**src/rtl/fifo_arb_pkg.sv**
```systemverilog
// ---------------------------------------------------------------------------
// fifo_arb_pkg
// Shared types and constants for the FIFO write-port arbiter.
//   arb_state_t  : arbiter FSM states (IDLE between grants, GRANT while a
//                  requester owns the FIFO write port)
//   FIFO_DATA_W  : width of the FIFO data_in bus
//   STALL_W      : width of the saturating full-stall counter
// ---------------------------------------------------------------------------
package fifo_arb_pkg;

    typedef enum logic {
        IDLE  = 1'b0,
        GRANT = 1'b1
    } arb_state_t;

    localparam int FIFO_DATA_W = 128;
    localparam int STALL_W     = 16;

endpackage

```
**src/rtl/rr_pick.sv**
```systemverilog
// ---------------------------------------------------------------------------
// rr_pick
// Combinational round-robin picker. Returns the first set bit of 'req'
// searching upward from 'ptr', wrapping at NUM_REQ (NUM_REQ need not be a
// power of two).
// Ports:
//   req   in  NUM_REQ        request vector
//   ptr   in  $clog2(NUM_REQ) search start index (highest priority)
//   idx   out $clog2(NUM_REQ) index of the winner (0 when none)
//   found out 1              at least one request was set
// ---------------------------------------------------------------------------
module rr_pick #(
    parameter int NUM_REQ = 4
) (
    input  logic [NUM_REQ-1:0]         req,
    input  logic [$clog2(NUM_REQ)-1:0] ptr,
    output logic [$clog2(NUM_REQ)-1:0] idx,
    output logic                       found
);

    localparam int IDX_W = $clog2(NUM_REQ);
    localparam logic [IDX_W-1:0] LAST_IDX = IDX_W'(NUM_REQ - 1);

    logic [IDX_W-1:0] cand;

    // Walk the candidates in priority order starting at ptr; the explicit
    // wrap at LAST_IDX keeps non-power-of-two requester counts correct.
    always_comb begin
        idx   = '0;
        found = 1'b0;
        cand  = ptr;
        for (int i = 0; i < NUM_REQ; i++) begin
            if (!found && req[cand]) begin
                idx   = cand;
                found = 1'b1;
            end
            cand = (cand == LAST_IDX) ? '0 : cand + IDX_W'(1);
        end
    end

endmodule

```
**src/rtl/fifo_wr_arbiter.sv**
```systemverilog
// ---------------------------------------------------------------------------
// fifo_wr_arbiter
// Round-robin arbiter sharing the single FIFO write port among NUM_REQ
// producers. One requester owns the port for a burst of up to MAX_BURST
// beats (1 beat while almost-full throttling is active); every grant is
// followed by one IDLE cycle. Writes are blocked while the FIFO is full and
// the blocked cycles are counted.
// Ports:
//   clk          in  1               clock, all state on rising edge
//   reset        in  1               asynchronous, active-low
//   i_req_valid  in  NUM_REQ         per-requester valid
//   i_req_data   in  NUM_REQ*DATA_W  requester r at [r*DATA_W +: DATA_W]
//   o_req_ready  out NUM_REQ         per-requester accept (at most one high)
//   o_grant      out NUM_REQ         one-hot current owner, 0 when idle
//   o_wren       out 1               FIFO i_wren
//   o_wrdata     out DATA_W          FIFO data_in
//   i_full       in  1               FIFO o_full
//   i_alm_full   in  1               FIFO o_alm_full
//   o_stall_cnt  out STALL_W         saturating count of full-blocked cycles
// ---------------------------------------------------------------------------
module fifo_wr_arbiter
    import fifo_arb_pkg::*;
#(
    parameter int NUM_REQ      = 4,
    parameter int DATA_W       = FIFO_DATA_W,
    parameter int MAX_BURST    = 8,
    parameter int ALM_THROTTLE = 1
) (
    input  logic                      clk,
    input  logic                      reset,
    input  logic [NUM_REQ-1:0]        i_req_valid,
    input  logic [NUM_REQ*DATA_W-1:0] i_req_data,
    output logic [NUM_REQ-1:0]        o_req_ready,
    output logic [NUM_REQ-1:0]        o_grant,
    output logic                      o_wren,
    output logic [DATA_W-1:0]         o_wrdata,
    input  logic                      i_full,
    input  logic                      i_alm_full,
    output logic [STALL_W-1:0]        o_stall_cnt
);

    localparam int IDX_W = $clog2(NUM_REQ);
    localparam int CNT_W = $clog2(MAX_BURST + 1);
    localparam logic [IDX_W-1:0] LAST_IDX    = IDX_W'(NUM_REQ - 1);
    localparam logic [CNT_W-1:0] BURST_LIMIT = CNT_W'(MAX_BURST);

    arb_state_t          state, state_next;
    logic [IDX_W-1:0]    owner, owner_next;
    logic [IDX_W-1:0]    rr_ptr, rr_ptr_next;
    logic [CNT_W-1:0]    beat_cnt, beat_cnt_next;
    logic [STALL_W-1:0]  stall_cnt, stall_cnt_next;

    logic [IDX_W-1:0]    pick_idx;
    logic                pick_found;
    logic [NUM_REQ-1:0]  owner_onehot;
    logic [DATA_W-1:0]   owner_data;
    logic                owner_valid;
    logic [CNT_W-1:0]    limit;
    logic [CNT_W:0]      beat_inc;

    rr_pick #(
        .NUM_REQ (NUM_REQ)
    ) u_pick (
        .req   (i_req_valid),
        .ptr   (rr_ptr),
        .idx   (pick_idx),
        .found (pick_found)
    );

    // Decode the registered owner into a one-hot vector and select its data.
    always_comb begin
        owner_onehot = '0;
        owner_data   = '0;
        for (int r = 0; r < NUM_REQ; r++) begin
            if (owner == IDX_W'(r)) begin
                owner_onehot[r] = 1'b1;
                owner_data      = i_req_data[r*DATA_W +: DATA_W];
            end
        end
    end

    assign owner_valid = i_req_valid[owner];
    assign limit       = ((ALM_THROTTLE != 0) && i_alm_full) ? CNT_W'(1) : BURST_LIMIT;
    assign beat_inc    = {1'b0, beat_cnt} + (CNT_W + 1)'(1);

    // Next-state and output logic. Full always wins over valid. The burst
    // end test uses >= so a throttle that appears mid-burst still closes the
    // grant on the next beat instead of letting beat_cnt run past the limit.
    always_comb begin
        state_next     = state;
        owner_next     = owner;
        rr_ptr_next    = rr_ptr;
        beat_cnt_next  = beat_cnt;
        stall_cnt_next = stall_cnt;
        o_grant        = '0;
        o_req_ready    = '0;
        o_wren         = 1'b0;
        o_wrdata       = '0;

        case (state)
            IDLE: begin
                if (pick_found) begin
                    owner_next    = pick_idx;
                    beat_cnt_next = '0;
                    state_next    = GRANT;
                end
            end

            GRANT: begin
                o_grant  = owner_onehot;
                o_wrdata = owner_data;
                if (owner_valid && !i_full) begin
                    o_wren        = 1'b1;
                    o_req_ready   = owner_onehot;
                    beat_cnt_next = beat_inc[CNT_W-1:0];
                    if (beat_inc >= {1'b0, limit}) begin
                        state_next  = IDLE;
                        rr_ptr_next = (owner == LAST_IDX) ? '0 : owner + IDX_W'(1);
                    end
                end else if (owner_valid) begin
                    if (stall_cnt != '1) begin
                        stall_cnt_next = stall_cnt + STALL_W'(1);
                    end
                end else begin
                    state_next  = IDLE;
                    rr_ptr_next = (owner == LAST_IDX) ? '0 : owner + IDX_W'(1);
                end
            end

            default: begin
                state_next = IDLE;
            end
        endcase
    end

    // State registers; reset returns arbitration to requester 0.
    always_ff @(posedge clk or negedge reset) begin
        if (!reset) begin
            state     <= IDLE;
            owner     <= '0;
            rr_ptr    <= '0;
            beat_cnt  <= '0;
            stall_cnt <= '0;
        end else begin
            state     <= state_next;
            owner     <= owner_next;
            rr_ptr    <= rr_ptr_next;
            beat_cnt  <= beat_cnt_next;
            stall_cnt <= stall_cnt_next;
        end
    end

    assign o_stall_cnt = stall_cnt;

endmodule
```
**config.mk**
```make
export PLATFORM = sky130hd
export DESIGN_NAME = fifo_wr_arbiter
export DESIGN_NICKNAME = d
export VERILOG_FILES = /design/src/rtl/fifo_arb_pkg.sv /design/src/rtl/rr_pick.sv /design/src/rtl/fifo_wr_arbiter.sv
export SDC_FILE = /design/constraint.sdc
export NUM_CORES = 1
export LEC_CHECK = 0
export ABC_AREA = 1
export ABC_CLOCK_PERIOD_IN_PS = 2000
export CORE_AREA = 5 5 262 264
export CTS_BUF_LIST = sky130_fd_sc_hd__clkbuf_8 sky130_fd_sc_hd__clkbuf_16
export CTS_CLUSTER_DIAMETER = 150
export CTS_CLUSTER_SIZE = 10
export DETAILED_ROUTE_END_ITERATION = 12
export DIE_AREA = 0 0 267 269
export SYNTH_ARGS = -nofsm -noshare
export SYNTH_HDL_FRONTEND = slang
export SYNTH_SLANG_ARGS = --single-unit
```
**constraint.sdc**
```tcl
create_clock -name clk -period 2 [get_ports clk]
set_input_delay 0.4 -clock clk [delete_from_list [all_inputs] [get_ports clk]]
set_output_delay 0.4 -clock clk [all_outputs]
set_load 0.02 [all_outputs]
```
# Word level (Yosys, flattened, before mapping)
# Index checks and enable logic that the tools add are counted.
# W data, S select, Z words.
# classes
n_reduce_logical	13
n_eq_ne	11
bitwise_logic	2
addsub	6
order_cmp	6
mux	48
# op_table
cell	count
$mux W128	5
$mux W4	6
$mux W2	11
$mux W1	19
$add A16 B1 Y16 const B	1
$ne A16 B16 Y1 const B	1
$lt A2 B3 Y1 const B	5
$bmux W1 S2	5
$eq A2 B2 Y1 const B	5
$add A2 B1 Y2 const B	4
$pmux W4 S2	1
$ne A2 B1 Y1 const B	3
$add A4 B1 Y5 const B	1
$ge A5 B4 Y1	1
$logic_and A1 B1 Y1	4
$logic_not A1 Y1	4
$reduce_and A2 Y1	2
$reduce_and A4 Y1	1
$reduce_and A3 Y1	1
$eq A2 B1 Y1 const B	1
$logic_not A2 Y1	1
$ne A2 B2 Y1 const B	1
$not A1 Y1	2
$pmux W1 S2	1
# word_totals
word_cells	91
regBits	25
out_inout_bits	153
input_bits	520

# Depth between registers and ports, before layout
# Gate-level depths: netlist of the first run.
# depth
word_depth	14
mapped_depth	12

# Cells and area by module
# From an unflattened synthesis of the first run, not the netlist that was laid out.
# unflattened
hier_cells	1077
area_unflattened_um2	5879.4
# modules_own_cells
mod	cells_each	area_each_um2	n_inst
fifo_wr_arbiter	1017	5559.1	1
rr_pick	60	320.3	1

# Least setup slack after synthesis of the first run
# Ideal clock, no wire load.
# synth_path
kind	register -> output
from	register owner[0]
to	output o_wrdata[27]
arrival_ps	2016
slack_ps	-416
stages_incl_launch_ff	10
path_buffers	4
cell_sequence	dfrtp_1 > inv_1 > ha_1 > buf_2 > inv_2 > buf_4 > buf_4 > buf_2 > nor2_1 > o31ai_1
# synth_between
elab_chain_cells	6
elab_cells_between_ends	9
cone_classes	eq/ne: 3; mux: 5; reduce/logical: 1
# synth_lines
item	line	text
start, declared	fifo_wr_arbiter.sv:48	logic [IDX_W-1:0] owner, owner_next;
start signal, assigned	fifo_wr_arbiter.sv:146	owner <= owner_next;
$logic_not A2 Y1	fifo_wr_arbiter.sv:75	if (owner == IDX_W'(r)) begin
$mux W128 (3 in a row)	fifo_wr_arbiter.sv:75	
$mux W128 (*)	fifo_wr_arbiter.sv:75	
$mux W128 (*)	fifo_wr_arbiter.sv:100	case (state)
end, declared	fifo_wr_arbiter.sv:36	output logic [DATA_W-1:0] o_wrdata,
# Every way passes the cells marked *; elsewhere a longest branch is shown, timed or not.

# Final worst setup path of the first run
# layout_path
from	register owner[1]
to	output o_wrdata[118]
# The elaborated chain is that of the path after synthesis.

==> parameters.txt, run 1 <==
Parameter                              Value

Run status
  Status    complete, but fails checks
  Violated checks    setup timing

CTS
  Level count of the clock H-tree    1
  CTS tree    built
  CTS Buf Count    3
  Maximum root-to-sink buffer count    2
  Clock root cell    clkbuf_16
  Number of sinks handled by clock tree synthesis    25
  Clock transition time at the flip-flop clock pins of the worst setup and hold paths    0.07 ns
  Insertion delay of the later-clocked pin in the worst-skew pair    0.27 ns

Power and ir drop
  Highest ir drop seen on vdd    between 800 and 900 uV
  Ratio of total power to cell area    1650 nW/um^2
  Leakage power of the design    0.00707 uW

Min path
  Tightest Hold Check Type    in -> async

Critical path
  Slowest cell on the critical path    dfrtp_1
  Biggest cell delay along the critical path    0.40 ns
  Worst-path fanout max    6
  Chain of cells forming the critical path    inv_2 -> ha_4 -> inv_4 -> nor2_4 -> buf_12 -> buf_16 -> buf_12 -> buf_6 -> buf_8 -> nand2_2 -> nand2_1 -> o21ai_2 -> o21ai_2 -> buf_6
  Signal arrival time at the worst endpoint    between 2 and 2.5 ns
  Buf/Inv on CP    8
  Type of the worst setup path    reg -> out
  Startpoint types    flip-flop
  Crit end category    output port
  Endpoint required time on the critical path    roughly 1.6 ns
  Crit path max-delay family    buffers and inverters

Placement
  Detailed-placement wirelength estimate    about 43,000 microns
  Number of buffers inserted by port buffering    672
  Dpl cell area    14,900 sq um
  Routability congestion estimate from global placement    0.888

Timing
  Final Critical Period    2.69 ns
  Worst-case headroom to the max-slew limit    72.4%
  Clock Skews    0.00456 ns
  Post-route clock period utilization    134%
  Slew at the pin closest to its max-slew limit    approximately 0.41 ns
  Number of endpoints with negative hold slack in the final report    0
  Highest clock rate    0.372 GHz
  Final setup violation count    roughly 150
  RSZ-0062 raised after global routing    true
  Final max-slew violation count    0
  PnR worst setup slack    -0.690 ns

Die
  Core area    66,300 sq um
  Number of placement rows    95
  Total Die Area    71,800 sq um
  Top-Level Pins    roughly 670
  Effective utilization at floorplan    8.50%
  Die X-Extent    between 200 and 300 microns
  Overall die height    between 200 and 300 microns

GRT
  Number of antenna violations at the first check in global routing    7
  GR Overflow Total    0
  Vias in the first global route    10,900
  Largest net degree at the start of global routing    47
  Global-route usage over all layers    14.6%
  First-pass GRT wire length    77,200 microns

Synth
  Most repeated cell in the gate-level netlist after synthesis    nand2_1
  Post-Syn Instances    1,064
  Leading post-synthesis cells by instance count    338 x nand2_1, 190 x o21ai_0, 133 x a21oi_1, 64 x a22oi_1, 59 x clkbuf_1
  Number of synthesized register bits    25
  Fraction of synthesis flops using an asynchronous set or reset pin    between 90% and 100%
  Mapped Area    approximately 5600 sq um
  Post-synthesis sequential area ratio    between 10% and 20%
  Number of nets in the synthesized netlist    1,593
  Dominant register cell in the synthesized netlist    dfrtp_1
  Number of warning messages in the yosys log    0
  Number of library cell types mapped by synthesis    29
  Number of enable flip-flop cells after synthesis    0
  Post-synth top area share    22.5%
  Ranking of synthesized cells by area    nand2_1 23%, o21ai_0 17%, a21oi_1 12%
  Mapped Avg Cell Area    5.30 sq um
  Synth area leader    nand2_1

Cells and area
  Area added between synthesis and finish    210%
  Fraction of final layout cells sized beyond drive strength 1    35.9%
  Post-route cell area    17,500 sq um
  Net count, final    2,377
  Fill cell total of the finished layout    around 7,100
  Finished Core Util    26.4%

Flow run
  Count of max-cap constraint violations    0

Routing
  Average detailed-routed wire length per instance    21.5 microns
  Sum of routed wire length over all layers    ~59,000 microns
  Post-detailed-route DRC marker count    0
  Total via count after detailed routing    between 10,000 and 15,000
  Remaining antenna violation count after routing    0
  Number of DRC markers after the initial detailed-route iteration    625
  Via density per instance    4.00
  Detailed-router iteration count before antenna repair    5
timing repair:
item | CTS | global route
hold buffers | 0 | 0
pin swaps | 79 | 82
setup buffers | 69 | 12
endpoints found under the setup margin | 137 | 153
resized for setup | 754 | 169
gates cloned | 24 | 0
cells in the final DEF (no fill, tap or decap), drive strengths merged:
master,netlist,layout
nand3,28,28
nand4,2,2
o21ai,233,233
xnor2,4,4
clkdlybuf4s50,0,531
clkdlybuf4s15,0,1
ha,9,9
nand2,343,343
dlygate4sd2,0,5
dfrtp,25,25
a21oi,134,134
xor2,11,11
inv,44,44
nor2,41,41
diode,0,5
nor3,9,9
o31ai,20,20
bufbuf,0,3
clkbuf,59,3
a22oi,64,64
buf,38,336
clkinv,0,1
per-stage QoR:
| step | power [uW] | std cells | TNS, ns | worst slack, ns | hold WS, ns |
|---|---|---|---|---|---|
| CTS | 28400 | 2715 | -72.95 | -0.685 | 0.514 |
| global placement | 21800 | 2619 | -90.03 | -0.904 | 0.514 |
| finish | 28800 | 2725 | -71.76 | -0.690 | 0.499 |
| floorplan | 11700 | 1064 | -3.48 | -0.0756 | 0.104 |
| detailed placement | 21700 | 2619 | -90.13 | -0.911 | 0.539 |
| global route | 30500 | 2724 | -84.98 | -0.805 | 0.544 |
state kept, by name, summed over array words and instances (netlist names):
register	cells
beat_cnt	4
o_stall_cnt	16
owner	2
rr_ptr	2
state	1
power breakdown:
part,internal (uW),switching (uW)
combinational,13000,14500
sequential,684,192
clock,268,189
worst reg2reg max path, stage by stage, from the launching register on:
cell and delay [ns]:
dfrtp_1 0.40, inv_2 0.12, buf_4 0.13, buf_6 0.08
a21oi_1 0.06, o21ai_2 0.10, nand2_2 0.07, buf_4 0.13
buf_4 0.12, buf_4 0.12, buf_4 0.12, buf_4 0.12
buf_4 0.12, buf_4 0.12, buf_4 0.12, buf_4 0.13
inv_4 0.05, nand2_1 0.04, nand2_1 0.07, inv_2 0.06
nand3_1 0.09, nand2_1 0.06
kinds of logic after synthesis:
| family | count (synthesis) | share of synthesized area (%) |
|---|---|---|
| compound gates | 451 | 44.2 |
| simple gates | 423 | 29.8 |
| buf+inv | 141 | 10.6 |
| flops | 25 | 11.1 |
| xor+xnor | 15 | 2.33 |
| fa+ha+maj | 9 | 2.00 |
routing by layer:
layer | vias up | part of all wire, % | track usage, % | routed length [microns]
li1 | 5251 | - | - | -
met1 | 5044 | 41 | 18.6 | 24100
met2 | 526 | 47 | 24.4 | 27500
met3 | 64 | 9.3 | 4.28 | 5450
met4 | 4 | 2.5 | 3.83 | 1470
met5 | - | 0.044 | 0 | 26
worst paths after layout:
path / from / cells past startpoint / to / slack [ns]
min in group clk: beat_cnt[1]$_DFFE_PN0P_ / 2 / beat_cnt[1]$_DFFE_PN0P_ / 0.54
worst max-delay path: owner[1]$_DFFE_PN0P_ / 14 / o_wrdata[118] / -0.69
worst min-delay path: reset / 2 / o_stall_cnt[5]$_DFFE_PN0P_ / 0.50
max in group asynchronous: reset / 2 / state$_DFF_PN0_ / 1.22
worst max register to register: owner[1]$_DFFE_PN0P_ / 21 / rr_ptr[1]$_DFFE_PN0P_ / -0.52
worst min register to register: beat_cnt[1]$_DFFE_PN0P_ / 2 / beat_cnt[1]$_DFFE_PN0P_ / 0.54
area by class of cell:
type / instances / area, sq um / share of cell area, %
Antenna cell: 5 / 12.5 / 0.0715
Clock buffer: 3 / 75.1 / 0.429
Clock inverter: 1 / 3.75 / 0.0215
Inverter: 44 / 193 / 1.10
Multi-Input combinational cell: 898 / 5870 / 33.6
Sequential cell: 25 / 627 / 3.58
Tap cell: 873 / 1090 / 6.25
Timing Repair Buffer: 876 / 9610 / 55.0
Power figures use the tool's default switching activity.
==> run 2: changes to the inputs <==
--- a/config.mk
+++ b/config.mk
@@ -13,6 +13,7 @@
 export CTS_CLUSTER_SIZE = 10
 export DETAILED_ROUTE_END_ITERATION = 12
 export DIE_AREA = 0 0 267 269
+export PLACE_DENSITY_LB_ADDON = 0.25
 export SYNTH_ARGS = -nofsm -noshare
 export SYNTH_HDL_FRONTEND = slang
 export SYNTH_SLANG_ARGS = --single-unit
==> parameters.txt, run 2 (synthesis results as in run 1) <==
Parameter                              Value

Run status
  Status    complete, but fails checks
  Violated checks    setup timing

Critical path
  Worst Reg-to-Reg Cells    15 (-29%)
  Reg-to-reg critical path startpoint    owner[0]$_DFFE_PN0P_
  Worst-path fanout max    8 (+2)
  Endpoint required time on the critical path    1.60 ns (about the same)
  Crit end category    output port
  Startpoint types    flip-flop
  Type of the worst setup path    reg -> out
  Critical R2R Capture    o_stall_cnt[3]$_DFFE_PN0P_
  Signal arrival time at the worst endpoint    2.14 ns (-0.15 ns)
  Slack of the worst reg-to-reg path    -0.09 ns (+0.43 ns)

Routing
  Total via count after detailed routing    10,800 (-0.71%)
  Remaining antenna violation count after routing    0 (unchanged)
  Sum of routed wire length over all layers    59,200 microns (+1.2%)
  Via density per instance    3.98 (-0.38%)
  Detailed-router iteration count before antenna repair    5 (unchanged)
  Number of DRC markers after the initial detailed-route iteration    398 (-36%)
  Average detailed-routed wire length per instance    21.8 microns (+1.5%)
  Post-detailed-route DRC marker count    0 (unchanged)

CTS
  Insertion delay of the later-clocked pin in the worst-skew pair    0.26 ns (about the same)
  Clock transition time at the flip-flop clock pins of the worst setup and hold paths    0.07 ns (about the same)
  CTS tree    built
  Level count of the clock H-tree    1 (unchanged)
  Number of sinks handled by clock tree synthesis    25 (unchanged)
  Maximum root-to-sink buffer count    2 (unchanged)
  Clock root cell    clkbuf_16
  CTS Buf Count    3 (unchanged)

Power and ir drop
  Overall power of the completed layout    28,700 uW (-0.59%)
  Highest ir drop seen on vdd    501 uV (-40%)
  Ratio of total power to cell area    1610 nW/um^2 (-2.1%)
  Leakage power of the design    0.00722 uW (+2.1%)

Die
  Total Die Area    71,800 sq um (unchanged)
  Number of placement rows    95 (unchanged)
  Core area    66,300 sq um (unchanged)
  Overall die height    269 microns (unchanged)
  Effective utilization at floorplan    8.50% (unchanged)
  Die X-Extent    267 microns (unchanged)
  Top-Level Pins    673 (unchanged)

Cells and area
  Most frequent standard cell in the layout excluding fill and tap cells    clkdlybuf4s50_1
  Post-route cell area    17,800 sq um (+1.6%)
  Area added between synthesis and finish    215%
  Net count, final    2,372 (-0.21%)
  Post-layout instance count excluding filler cells    2,716 (-0.33%)
  Fraction of final layout cells sized beyond drive strength 1    38.4% (+2.5 points)
  Largest register FFs    16 (unchanged)
  Most used cells in the layout excluding fill and tap cells    533 x clkdlybuf4s50_1, 285 x nand2_1, 128 x buf_4, 124 x buf_6, 121 x o21ai_2

Placement
  Detailed-placement wirelength estimate    43,500 microns (+2.0%)
  Pre-CTS worst setup slack    -0.814 ns (+0.0973 ns)
  Routability congestion estimate from global placement    0.922 (+3.9%)
  Dpl cell area    14,900 sq um (about the same)
  Number of placed cells counting well taps    2,619 (unchanged)
  Number of buffers inserted by port buffering    672 (unchanged)

Timing
  Final Critical Period    2.54 ns (-0.150 ns)
  RSZ-0062 raised after global routing    true
  Final setup violation count    148 (-2.6%)
  Clock Skews    0.00427 ns (-0.000292 ns)
  Post-route clock period utilization    127% (-7.5 points)
  PnR worst setup slack    -0.540 ns (+0.150 ns)
  Worst-case headroom to the max-slew limit    72.0% (-0.46 points)
  Number of endpoints with negative hold slack in the final report    0 (unchanged)
  Highest clock rate    0.394 GHz (+5.9%)
  Slew at the pin closest to its max-slew limit    0.417 ns (+0.00678 ns)
  Final max-slew violation count    0 (unchanged)

Flow run
  Count of max-cap constraint violations    0 (unchanged)

GRT
  First-pass GRT wire length    78,600 microns (+1.8%)
  Number of antenna violations at the first check in global routing    2 (-5)
  Vias in the first global route    11,100 (+1.9%)
  Global-route usage over all layers    14.6% (-0.017 points)
  GR Overflow Total    0 (unchanged)
  Largest net degree at the start of global routing    50 (+6.4%)

Min path
  Tightest Hold Check Type    in -> async
[run 2: cell count changes in the layout (fill, tap and decap cells not counted), sizes merged, moves of 2 or more]
cell and delta:
buf -15, bufbuf +3, clkbuf +8, clkdlybuf4s50 +2, diode -4, dlygate4sd2 -3
[run 2: worst max-delay path by stage]
stage | from | endpoint | slack [ns] | cells after the start
final | owner[0]$_DFFE_PN0P_ | o_wrdata[6] | -0.54 | 12
after global routing | owner[0]$_DFFE_PN0P_ | o_wrdata[124] | -0.68 | 12
after CTS | owner[1]$_DFFE_PN0P_ | o_wrdata[122] | -0.58 | 11
after detailed placement | owner[0]$_DFFE_PN0P_ | o_wrdata[26] | -0.81 | 9
after global placement | i_req_valid[2] | o_req_ready[2] | -0.90 | 9
after floorplan | owner[0]$_DFFE_PN0P_ | o_wrdata[53] | -0.08 | 5
[run 2: per-layer routing]
metal  GRT usage [%]  vias to the layer above  routed length [microns]  part of all wire, %
met5               0                        -                        7                0.012
met1            17.6                     5092                    23500                   40
met2            27.5                      413                    30900                   52
met3            2.97                       46                     3900                  6.6
li1                -                     5259                        -                    -
met4            2.10                        2                      923                  1.6
[run 2: critical path, stage by stage (launching register included)]
cell,delay [ns]
dfrtp_1,0.41
inv_2,0.11
ha_4,0.16
inv_4,0.04
nor2_4,0.13
buf_12,0.16
buf_16,0.17
clkbuf_16,0.21
nand2_4,0.05
nand2_2,0.05
o21ai_2,0.05
o21ai_2,0.17
buf_6,0.14
[run 2: timing repair]
| action | in CTS | in global routing |
|---|---|---|
| gates resized for setup | 885 | 183 |
| hold endpoints to repair | 0 | 0 |
| hold buffers | 0 | 0 |
| setup buffers | 45 | 22 |
| cloned | 22 | 7 |
| pin swaps | 56 | 76 |
| endpoints found under the setup margin | 137 | 138 |
[run 2: report_power, final]
group	total (uW)	internal, uW	switching, uW
Sequential	887	683	203
Combinational	27300	13100	14200
Clock	453	268	185
Total	28700	14100	14600
[run 2: final cells by class]
cell class	instances	area, sq um
Multi-Input combinational cell	898	6160
Antenna cell	1	2.50
Fill cell	7181	48600
Inverter	44	183
Sequential cell	25	627
Clock buffer	3	75.1
Tap cell	873	1090
Timing Repair Buffer	871	9620
Clock inverter	1	3.75
[run 2: metrics by stage]
step | utilization, % | hold slack (ns) | TNS, ns
floorplan | - | 0.104 | -3.48
global placement | 22.5 | 0.518 | -88.54
detailed placement | 22.5 | 0.528 | -89.58
CTS | 25.3 | 0.523 | -64.21
global route | 26.8 | 0.540 | -80.72
finish | 26.8 | 0.516 | -61.96
==> run 3: changes to the inputs <==
--- a/config.mk
+++ b/config.mk
@@ -7,13 +7,16 @@
 export LEC_CHECK = 0
 export ABC_AREA = 1
 export ABC_CLOCK_PERIOD_IN_PS = 2000
-export CORE_AREA = 5 5 262 264
+export CELL_PAD_IN_SITES_DETAIL_PLACEMENT = 0
+export CELL_PAD_IN_SITES_GLOBAL_PLACEMENT = 1
+export CORE_AREA = 5 5 259 261
 export CTS_BUF_LIST = sky130_fd_sc_hd__clkbuf_8 sky130_fd_sc_hd__clkbuf_16
 export CTS_CLUSTER_DIAMETER = 150
 export CTS_CLUSTER_SIZE = 10
 export DETAILED_ROUTE_END_ITERATION = 12
-export DIE_AREA = 0 0 267 269
+export DIE_AREA = 0 0 264 266
 export PLACE_DENSITY_LB_ADDON = 0.25
 export SYNTH_ARGS = -nofsm -noshare
 export SYNTH_HDL_FRONTEND = slang
+export SYNTH_HIERARCHICAL = 1
 export SYNTH_SLANG_ARGS = --single-unit
==> parameters.txt, run 3 <==
Parameter                              Value

Timing
  Final total negative setup slack    -63.19 ns (-1.23 ns)
  Final setup violation count    136 (-8.1%)
  Highest clock rate    0.382 GHz (-2.9%)
  Final max-slew violation count    0 (unchanged)
  Worst-case headroom to the max-slew limit    74.6% (+2.7 points)
  Number of endpoints with negative hold slack in the final report    0 (unchanged)
  Post-route clock period utilization    131% (+3.8 points)
  Clock Skews    0.00287 ns (-0.00140 ns)
  PnR worst setup slack    -0.616 ns (-0.0760 ns)
  Final Critical Period    2.62 ns (+0.0760 ns)
  RSZ-0062 raised after global routing    true
  Slew at the pin closest to its max-slew limit    0.379 ns (-0.0387 ns)

Synth
  Post-Syn Instances    1,077 (+1.2%)
  Number of warning messages in the yosys log    6 (+6)
  Post-synth top area share    26.8% (+4.3 points)
  Synth area leader    nand2_1
  Mapped Avg Cell Area    5.46 sq um (+3.0%)
  Post-synthesis sequential area ratio    10.6% (-0.46 points)
  Leading post-synthesis cells by instance count    420 x nand2_1, 170 x a21oi_1, 65 x o211ai_1, 62 x o21ai_0, 58 x a22o_1
  Number of enable flip-flop cells after synthesis    0 (unchanged)
  Most repeated cell in the gate-level netlist after synthesis    nand2_1
  Fraction of synthesis flops using an asynchronous set or reset pin    100% (unchanged)
  Mapped Area    5880 sq um (+4.3%)
  Number of nets in the synthesized netlist    1,606 (+0.82%)
  Ranking of synthesized cells by area    nand2_1 27%, a21oi_1 14%, dfrtp_1 11%
  Dominant register cell in the synthesized netlist    dfrtp_1
  Number of library cell types mapped by synthesis    32 (+10%)
  Number of synthesized register bits    25 (unchanged)

Placement
  Pre-CTS worst setup slack    -0.707 ns (+0.107 ns)
  Detailed-placement wirelength estimate    50,200 microns (+15%)
  Number of buffers inserted by port buffering    672 (unchanged)
  Number of placed cells counting well taps    2,642 (+0.88%)
  Routability congestion estimate from global placement    0.933 (+1.1%)

Power and ir drop
  Overall power of the completed layout    32,500 uW (+13%)
  Ratio of total power to cell area    1740 nW/um^2 (+7.9%)
  Highest ir drop seen on vdd    808 uV (+61%)
  Leakage power of the design    0.00765 uW (+6.0%)

Routing
  Average detailed-routed wire length per instance    23.7 microns (+8.6%)
  Post-detailed-route DRC marker count    0 (unchanged)
  Via density per instance    4.05 (+1.9%)
  Total via count after detailed routing    11,300 (+4.1%)
  Routed length on met3    5130 microns (+31%)
  Sum of routed wire length over all layers    65,800 microns (+11%)
  Total length of routed met2 wires    32,800 microns (+6.0%)
  Remaining antenna violation count after routing    0 (unchanged)
  Detailed-router iteration count before antenna repair    5 (unchanged)
  Post-route met1 wirelength    25,400 microns (+8.1%)
  Uppermost routed layer    met5
  Number of DRC markers after the initial detailed-route iteration    467 (+17%)

CTS
  Clock transition time at the flip-flop clock pins of the worst setup and hold paths    0.07 ns (about the same)
  Number of sinks handled by clock tree synthesis    25 (unchanged)
  Insertion delay of the later-clocked pin in the worst-skew pair    0.26 ns (about the same)
  CTS Buf Count    3 (unchanged)
  CTS tree    built
  Maximum root-to-sink buffer count    2 (unchanged)
  Level count of the clock H-tree    1 (unchanged)
  Clock root cell    clkbuf_16

Cells and area
  Most used cells in the layout excluding fill and tap cells    532 x clkdlybuf4s50_1, 336 x nand2_1, 161 x buf_6, 111 x buf_4, 82 x nand2_2
  Net count, final    2,442 (+3.0%)
  Fill cell total of the finished layout    6,956 (-3.1%)
  Largest register FFs    16 (unchanged)
  Post-layout instance count excluding filler cells    2,776 (+2.2%)
  Area added between synthesis and finish    218%
  Total area of multi-input combinational cells    6240 sq um (+1.3%)
  Register area    627 sq um (unchanged)
  Finished Core Util    29.1% (+2.3 points)
  Most frequent standard cell in the layout excluding fill and tap cells    clkdlybuf4s50_1
  Fraction of final layout cells sized beyond drive strength 1    36.0% (-2.4 points)

Critical path
  Critical R2R Capture    o_stall_cnt[2]$_DFFE_PN0P_
  Worst Reg-to-Reg Cells    14 (-1)
  Type of the worst setup path    reg -> out
  Reg-to-reg critical path startpoint    owner[0]$_DFFE_PN0P_
  Worst-path fanout max    6 (-2)
  Launch point of the critical path    owner[0]$_DFFE_PN0P_
  Signal arrival time at the worst endpoint    2.22 ns (+0.08 ns)
  Startpoint types    flip-flop
  Crit path to    o_wrdata[124]
  Endpoint required time on the critical path    1.60 ns (about the same)
  Slack of the worst reg-to-reg path    0.12 ns (+0.21 ns)
  Crit end category    output port

Die
  Top-Level Pins    673 (unchanged)
  Overall die height    266 microns (-1.1%)
  Effective utilization at floorplan    9.15% (+0.65 points)
  Die X-Extent    264 microns (-1.1%)
  Number of placement rows    93 (-2.1%)
  Core area    64,200 sq um (-3.2%)
  Total Die Area    70,200 sq um (-2.2%)

GRT
  GR Overflow Total    0 (unchanged)
  Largest net degree at the start of global routing    49 (-2.0%)
  Global-route usage over all layers    17.0% (+2.4 points)
  First-pass GRT wire length    88,400 microns (+12%)
  Number of antenna violations at the first check in global routing    21 (+19)
  Vias in the first global route    11,700 (+5.7%)

Flow run
  Count of max-cap constraint violations    0 (unchanged)

Run status
  Violated checks    setup timing
  Status    complete, but fails checks

Min path
  Tightest Hold Check Type    in -> async
run 3: through the flow:
step	instance area (sq um)	hold slack, ns
after CTS	17900	0.525
after global placement	15300	0.525
after global routing	18700	0.557
after detailed placement	15300	0.530
final	18700	0.513
after floorplan	6510	0.104
run 3: routing by layer:
metal | GRT usage [%] | up-vias
met1 | 19.6 | 5254
met4 | 4.60 | 22
met2 | 30.9 | 480
li1 | - | 5404
met5 | 0 | -
met3 | 5.09 | 96
run 3: what timing repair did:
| action | in CTS | in global routing |
|---|---|---|
| buffers inserted | 71 | 39 |
| pin swaps | 85 | 139 |
| setup endpoints to repair | 137 | 143 |
| resized for setup | 876 | 160 |
| hold buffers | 0 | 0 |
| cloned | 24 | 6 |
run 3: logic make-up (layout without fill, tap and decap cells):
group / count (synthesis) / after routing / share of synthesized area [%]
xor gates and xnor gates: 12 / 12 / 1.79
and+or+nand+nor: 520 / 520 / 36.1
DFF: 25 / 25 / 10.6
AOI/OAI and AO/OA: 385 / 385 / 40.4
other: 0 / 9 / 0
adders and majority gates: 9 / 9 / 1.92
buffers and inverters: 126 / 961 / 9.15
run 3: worst min-delay path by stage:
| stage | endpoint | start |
|---|---|---|
| floorplan | beat_cnt[0]$_DFFE_PN0P_ | reset |
| global placement | beat_cnt[1]$_DFFE_PN0P_ | beat_cnt[1]$_DFFE_PN0P_ |
| detailed placement | o_stall_cnt[1]$_DFFE_PN0P_ | o_stall_cnt[1]$_DFFE_PN0P_ |
| CTS | o_stall_cnt[1]$_DFFE_PN0P_ | reset |
| global route | o_stall_cnt[5]$_DFFE_PN0P_ | reset |
| finish | o_stall_cnt[5]$_DFFE_PN0P_ | reset |
run 3: final cells by class:
class / instances / share of cell area, %
repair buffers: 926 / 56.1
multi-input cells: 926 / 33.4
well taps: 855 / 5.73
flip-flops and latches: 25 / 3.36
inverters: 31 / 0.884
clock buffers: 3 / 0.402
diodes: 9 / 0.121
clock inverters: 1 / 0.0201
run 3: critical path: stages (launching register included):
cell and delay (ns):
dfrtp_1 0.40, buf_6 0.14, ha_4 0.17, nor2_4 0.12
buf_12 0.14, buf_12 0.12, buf_16 0.12, buf_8 0.11
a22oi_2 0.07, o21ai_1 0.17, nand2_1 0.11, nor2_4 0.14
buf_12 0.13
run 3: where the power goes:
part | total (uW) | leakage [uW] | internal, uW | switching (uW)
Combinational | 31300 | 0.00727 | 15300 | 16000
Sequential | 734 | 0.000332 | 619 | 116
Clock | 461 | 0.0000424 | 268 | 193
Total | 32500 | 0.00765 | 16200 | 16300
==> variant 1 (flow settings as in run 2) <==
`MAX_BURST`: 8 -> 4.
--- a/src/rtl/fifo_wr_arbiter.sv
+++ b/src/rtl/fifo_wr_arbiter.sv
@@ -24,5 +24,5 @@
     parameter int NUM_REQ      = 4,
     parameter int DATA_W       = FIFO_DATA_W,
-    parameter int MAX_BURST    = 8,
+    parameter int MAX_BURST    = 4,
     parameter int ALM_THROTTLE = 1
 ) (
Check against the original RTL: same outputs for any inputs over 4 cycles, from zero or initial values and one cycle with reset low; that may be too few to reach the edited logic, so the function may still have changed.
==> variant 1 against run 2 <==
- the flow still finishes with violations (setup timing)
- via count shrank 3.8%
- synthesized cell count shrank 5.9%
- critical path depth shrank 4
- wire length shrank 6.6%
- cell count shrank 3.1%
- cell area shrank 5.7%
- maximum frequency shrank 0.57%
- sequential power grew 1%
- setup slack lost 0.015 ns
- total power shrank 10%
- non-clock buffer count shrank 27
- synthesized area shrank 3.0%
- sequential cell count shrank 1
- critical path type unchanged
==> variant 1: results (changes against run 2) <==
status=finished with violations; failing checks=setup timing; DR iter-0 viols=566 (+42%); VDD IR max=506.5 µV (+1.1%); diodes inserted=4 (+3); Signal inverters=35 (-20%); sequential area share after synthesis=10.99% (-0.11 points); M2 GR Usage=23.36% (-4.1 points); vias post-DR=10.41k (-3.8%); Post-Synth XOR/XNOR Area=2.564% (+0.23 points); FF-to-FF Start=owner[1]; metal3 WL=3743 µm (-4.1%); GR Util All Layers=13.22% (-1.4 points); metal2 WL=27470 µm (-11%); fraction of area in multi-input gates=35.41% (+0.73 points); syn_nets=1530 (-4.0%); reg2reg end=o_stall_cnt[13]; Synth Cell Area=0.005466 mm² (-3.0%); Compound-Gate Fraction of Synth Area=46.23% (+2.0 points); share of post-route cells with drive strength above 1=35.36% (-3.1 points); r2r worst-path depth=14 (-1); largest net degree at the start of global routing=42 (-16%); Clock-cell share=0.4703% (+0.027 points); Non-Clock Buffer Count=844 (-3.1%); synth cell count leaders=nand2_1 (288), o21ai_0 (215), a21oi_1 (112); routability cong.=0.9237 (+0.15%); Area Overhead vs Synth=206.6%; number of global-route vias before repair=10.53k (-5.0%); Fillers=7197 (+0.22%); setup violators final=136 (-8.1%); sequential cell area share=3.598% (+0.070 points); WL/cell=21.02 µm (-3.6%); Leak=6.596 nW (-8.6%); adder-cell share of the synthesized area=2.060% (+0.063 points); CP max FO=34 (+26); detailed placement HPWL=44380 µm (+1.9%); nets@finish=2286 (-3.6%); num sequential=24 (-4.0%); synth top area cells=nand2_1 (20%), o21ai_0 (20%), dfrtp_1 (11%), a21oi_1 (10%), a22oi_1 (8.7%); fin worst setup slack=-0.5545 ns (-0.01465 ns); r2r setup slk=0.08 ns (+0.17 ns); dpl cell area=0.01490 mm² (-0.13%); M3 GR Usage=2.747% (-0.22 points); initial antenna violation count=7 (+5)
[variant 1: changes by cell type in the layout (fill, tap and decap cells not counted), sizes merged, moves of 7 or more]
cell	before	now
buf	321	281
a21oi	134	112
nand3	28	21
nand2	343	298
clkbuf	11	23
a221oi	0	21
inv	45	34
[variant 1: metrics by stage]
step	TNS, ns	total power [mW]	cells	util (%)	hold WS [ns]
6_report	-53.90	25.76	2633	25.27	0.5059
5_1_grt	-67.73	27.34	2632	25.27	0.5436
4_1_cts	-65.10	22.22	2576	23.06	0.5212
3_5_place_dp	-87.74	21.42	2561	22.47	0.5286
3_3_place_gp	-87.38	21.40	2561	22.47	0.5207
2_1_floorplan	-1.024	11.72	1001	-	0.1044
[variant 1: power by group]
part | leakage [nW] | switching [mW] | internal (mW)
Clock | 0.0423 | 0.176 | 0.267
Sequential | 0.312 | 0.243 | 0.656
Combinational | 6.24 | 13.1 | 11.3
==> variant 2 (flow settings as in run 2) <==
Without the edit above. Reset style: synchronous (`reset`), changed in one clocked block. Comments in the files are not updated.
--- a/src/rtl/fifo_wr_arbiter.sv
+++ b/src/rtl/fifo_wr_arbiter.sv
@@ -135,5 +135,5 @@
 
     // State registers; reset returns arbitration to requester 0.
-    always_ff @(posedge clk or negedge reset) begin
+    always_ff @(posedge clk) begin
         if (!reset) begin
             state     <= IDLE;
Behaviour: differs if reset is asserted again (counterexample within 4 cycles, from zero or initial values and one cycle with reset low); with reset held inactive, the same outputs for 4 cycles.
==> variant 2 against run 2 <==
- the run still ends with setup timing left
- synthesized area down 3.2%
- highest routed layer unchanged
- largest power group unchanged
- total power shrank 7.9%
- sequential share of layout area shrank 0.57 points
- wire length is 6.7% higher
- cell area is 3.5% lower
- setup slack improved by 0.029 ns
- sequential power is 30% lower
- sequential cell count stayed put
- via count increased by 0.85%
==> variant 2: results (changes against run 2) <==
failing checks=setup timing; dpl cell area=0.01491 mm² (about the same); r2r worst-path depth=13 (-2); setup violators final=131 (-11%); fin worst setup slack=-0.5112 ns (+0.02867 ns); dpl ws=-0.8278 ns (-0.01373 ns); mux contribution to synthesized area=0% (unchanged); vias post-DR=10.90k (+0.85%); detailed placement HPWL=49960 µm (+15%); status=finished with violations; M3 GR Usage=3.340% (+0.37 points); Leak=6.706 nW (-7.1%); top-count cell post-synth=nand2_1; Post-Route Skew=0.002241 ns (-0.002029 ns); synth top area cells=nand2_1 (22%), o21ai_0 (19%), a21oi_1 (11%), dfxtp_1 (9.2%), a22oi_1 (6.9%); WL/cell=23.52 µm (+7.8%); Post-Synth XOR/XNOR Area=2.246% (-0.084 points); Inst Count DP=2615 (-0.15%); CP max FO=7 (-1); routability cong.=0.9474 (+2.7%); syn_area_per_cell=5.279 µm² (-0.36%); VDD IR max=719.6 µV (+44%); FFs w/ async S/R, synth=0% (-100 points); largest net degree at the start of global routing=45 (-10%); Compound-Gate Fraction of Synth Area=47.12% (+2.9 points); DR iter-0 viols=559 (+40%); total CTS buffers=3 (unchanged); Top FF cell, synth=dfxtp_1; sequential area share after synthesis=9.168% (-1.9 points); synth cell count leaders=nand2_1 (314), o21ai_0 (203), a21oi_1 (115); syn_nets=1563 (-1.9%); M2 GR Usage=29.01% (+1.5 points); arrival time at the worst endpoint=2.11 ns (-0.03 ns); met1 Use GR=18.68% (+1.1 points); Hold Path Depth=2; Least-Margin Pin Slew=0.3708 ns (-0.04647 ns); first-pass GRT wire length=82330 µm (+4.8%); GR Util All Layers=15.65% (+1.0 points); initial antenna violation count=22 (+20); Hold Crit Class=reg -> reg; share of post-route cells with drive strength above 1=34.57% (-3.9 points); Comb power frac=95.9% (+0.6 points); Seq pwr share=2.4% (-0.7 points)
-- variant 2: metrics by stage --
step | hold slack (ns) | power (mW)
final | 0.5096 | 26.38
after global routing | 0.5286 | 27.98
after CTS | 0.5117 | 23.88
after detailed placement | 0.4996 | 20.02
after global placement | 0.4899 | 19.98
after floorplan | 0.4746 | 9.671
-- variant 2: cell type report --
type	instances	area, µm²	share of cell area, %
inverters	37	182.7	1.065
clock inverters	1	5.005	0.02919
flip-flops and latches	25	506.7	2.955
clock buffers	3	75.07	0.4378
well taps	873	1092	6.370
multi-input cells	879	5758	33.58
repair buffers	863	9508	55.45
diodes	8	20.02	0.1167
-- variant 2: what timing repair did --
| item | CTS | global route |
|---|---|---|
| pin swaps | 39 | 57 |
| gates resized for setup | 604 | 271 |
| setup endpoints to repair | 137 | 137 |
| gates cloned | 12 | 10 |
| buffers inserted | 17 | 29 |
-- variant 2: cell families after synthesis --
logic type,Yosys count
adders and majority gates,9
DFF,25
AOI/OAI and AO/OA,462
buffers and inverters,130
xor gates and xnor gates,14
and+or+nand+nor,394
-- variant 2: final timing paths --
check	from	endpoint	slack (ns)
max	owner[1]	o_wrdata[34]	-0.51
min	o_stall_cnt[8]	o_stall_cnt[8]	0.51
max reg2reg	owner[0]	o_stall_cnt[6]	0.17
min reg2reg	o_stall_cnt[8]	o_stall_cnt[8]	0.51
-- variant 2: metal layers --
layer	vias to the layer above	wire (µm)
met5	-	57
met4	10	1169
met3	60	4257
met2	477	32800
met1	5148	24960
li1	5209	-
-- variant 2: critical path, cell delays in order, from the launching register on --
cell	delay, ns
dfxtp_2	0.35
inv_4	0.05
ha_4	0.18
inv_4	0.06
nand2_4	0.06
inv_8	0.10
buf_16	0.17
buf_8	0.14
buf_6	0.12
a221oi_2	0.06
o21ai_2	0.31
buf_12	0.18
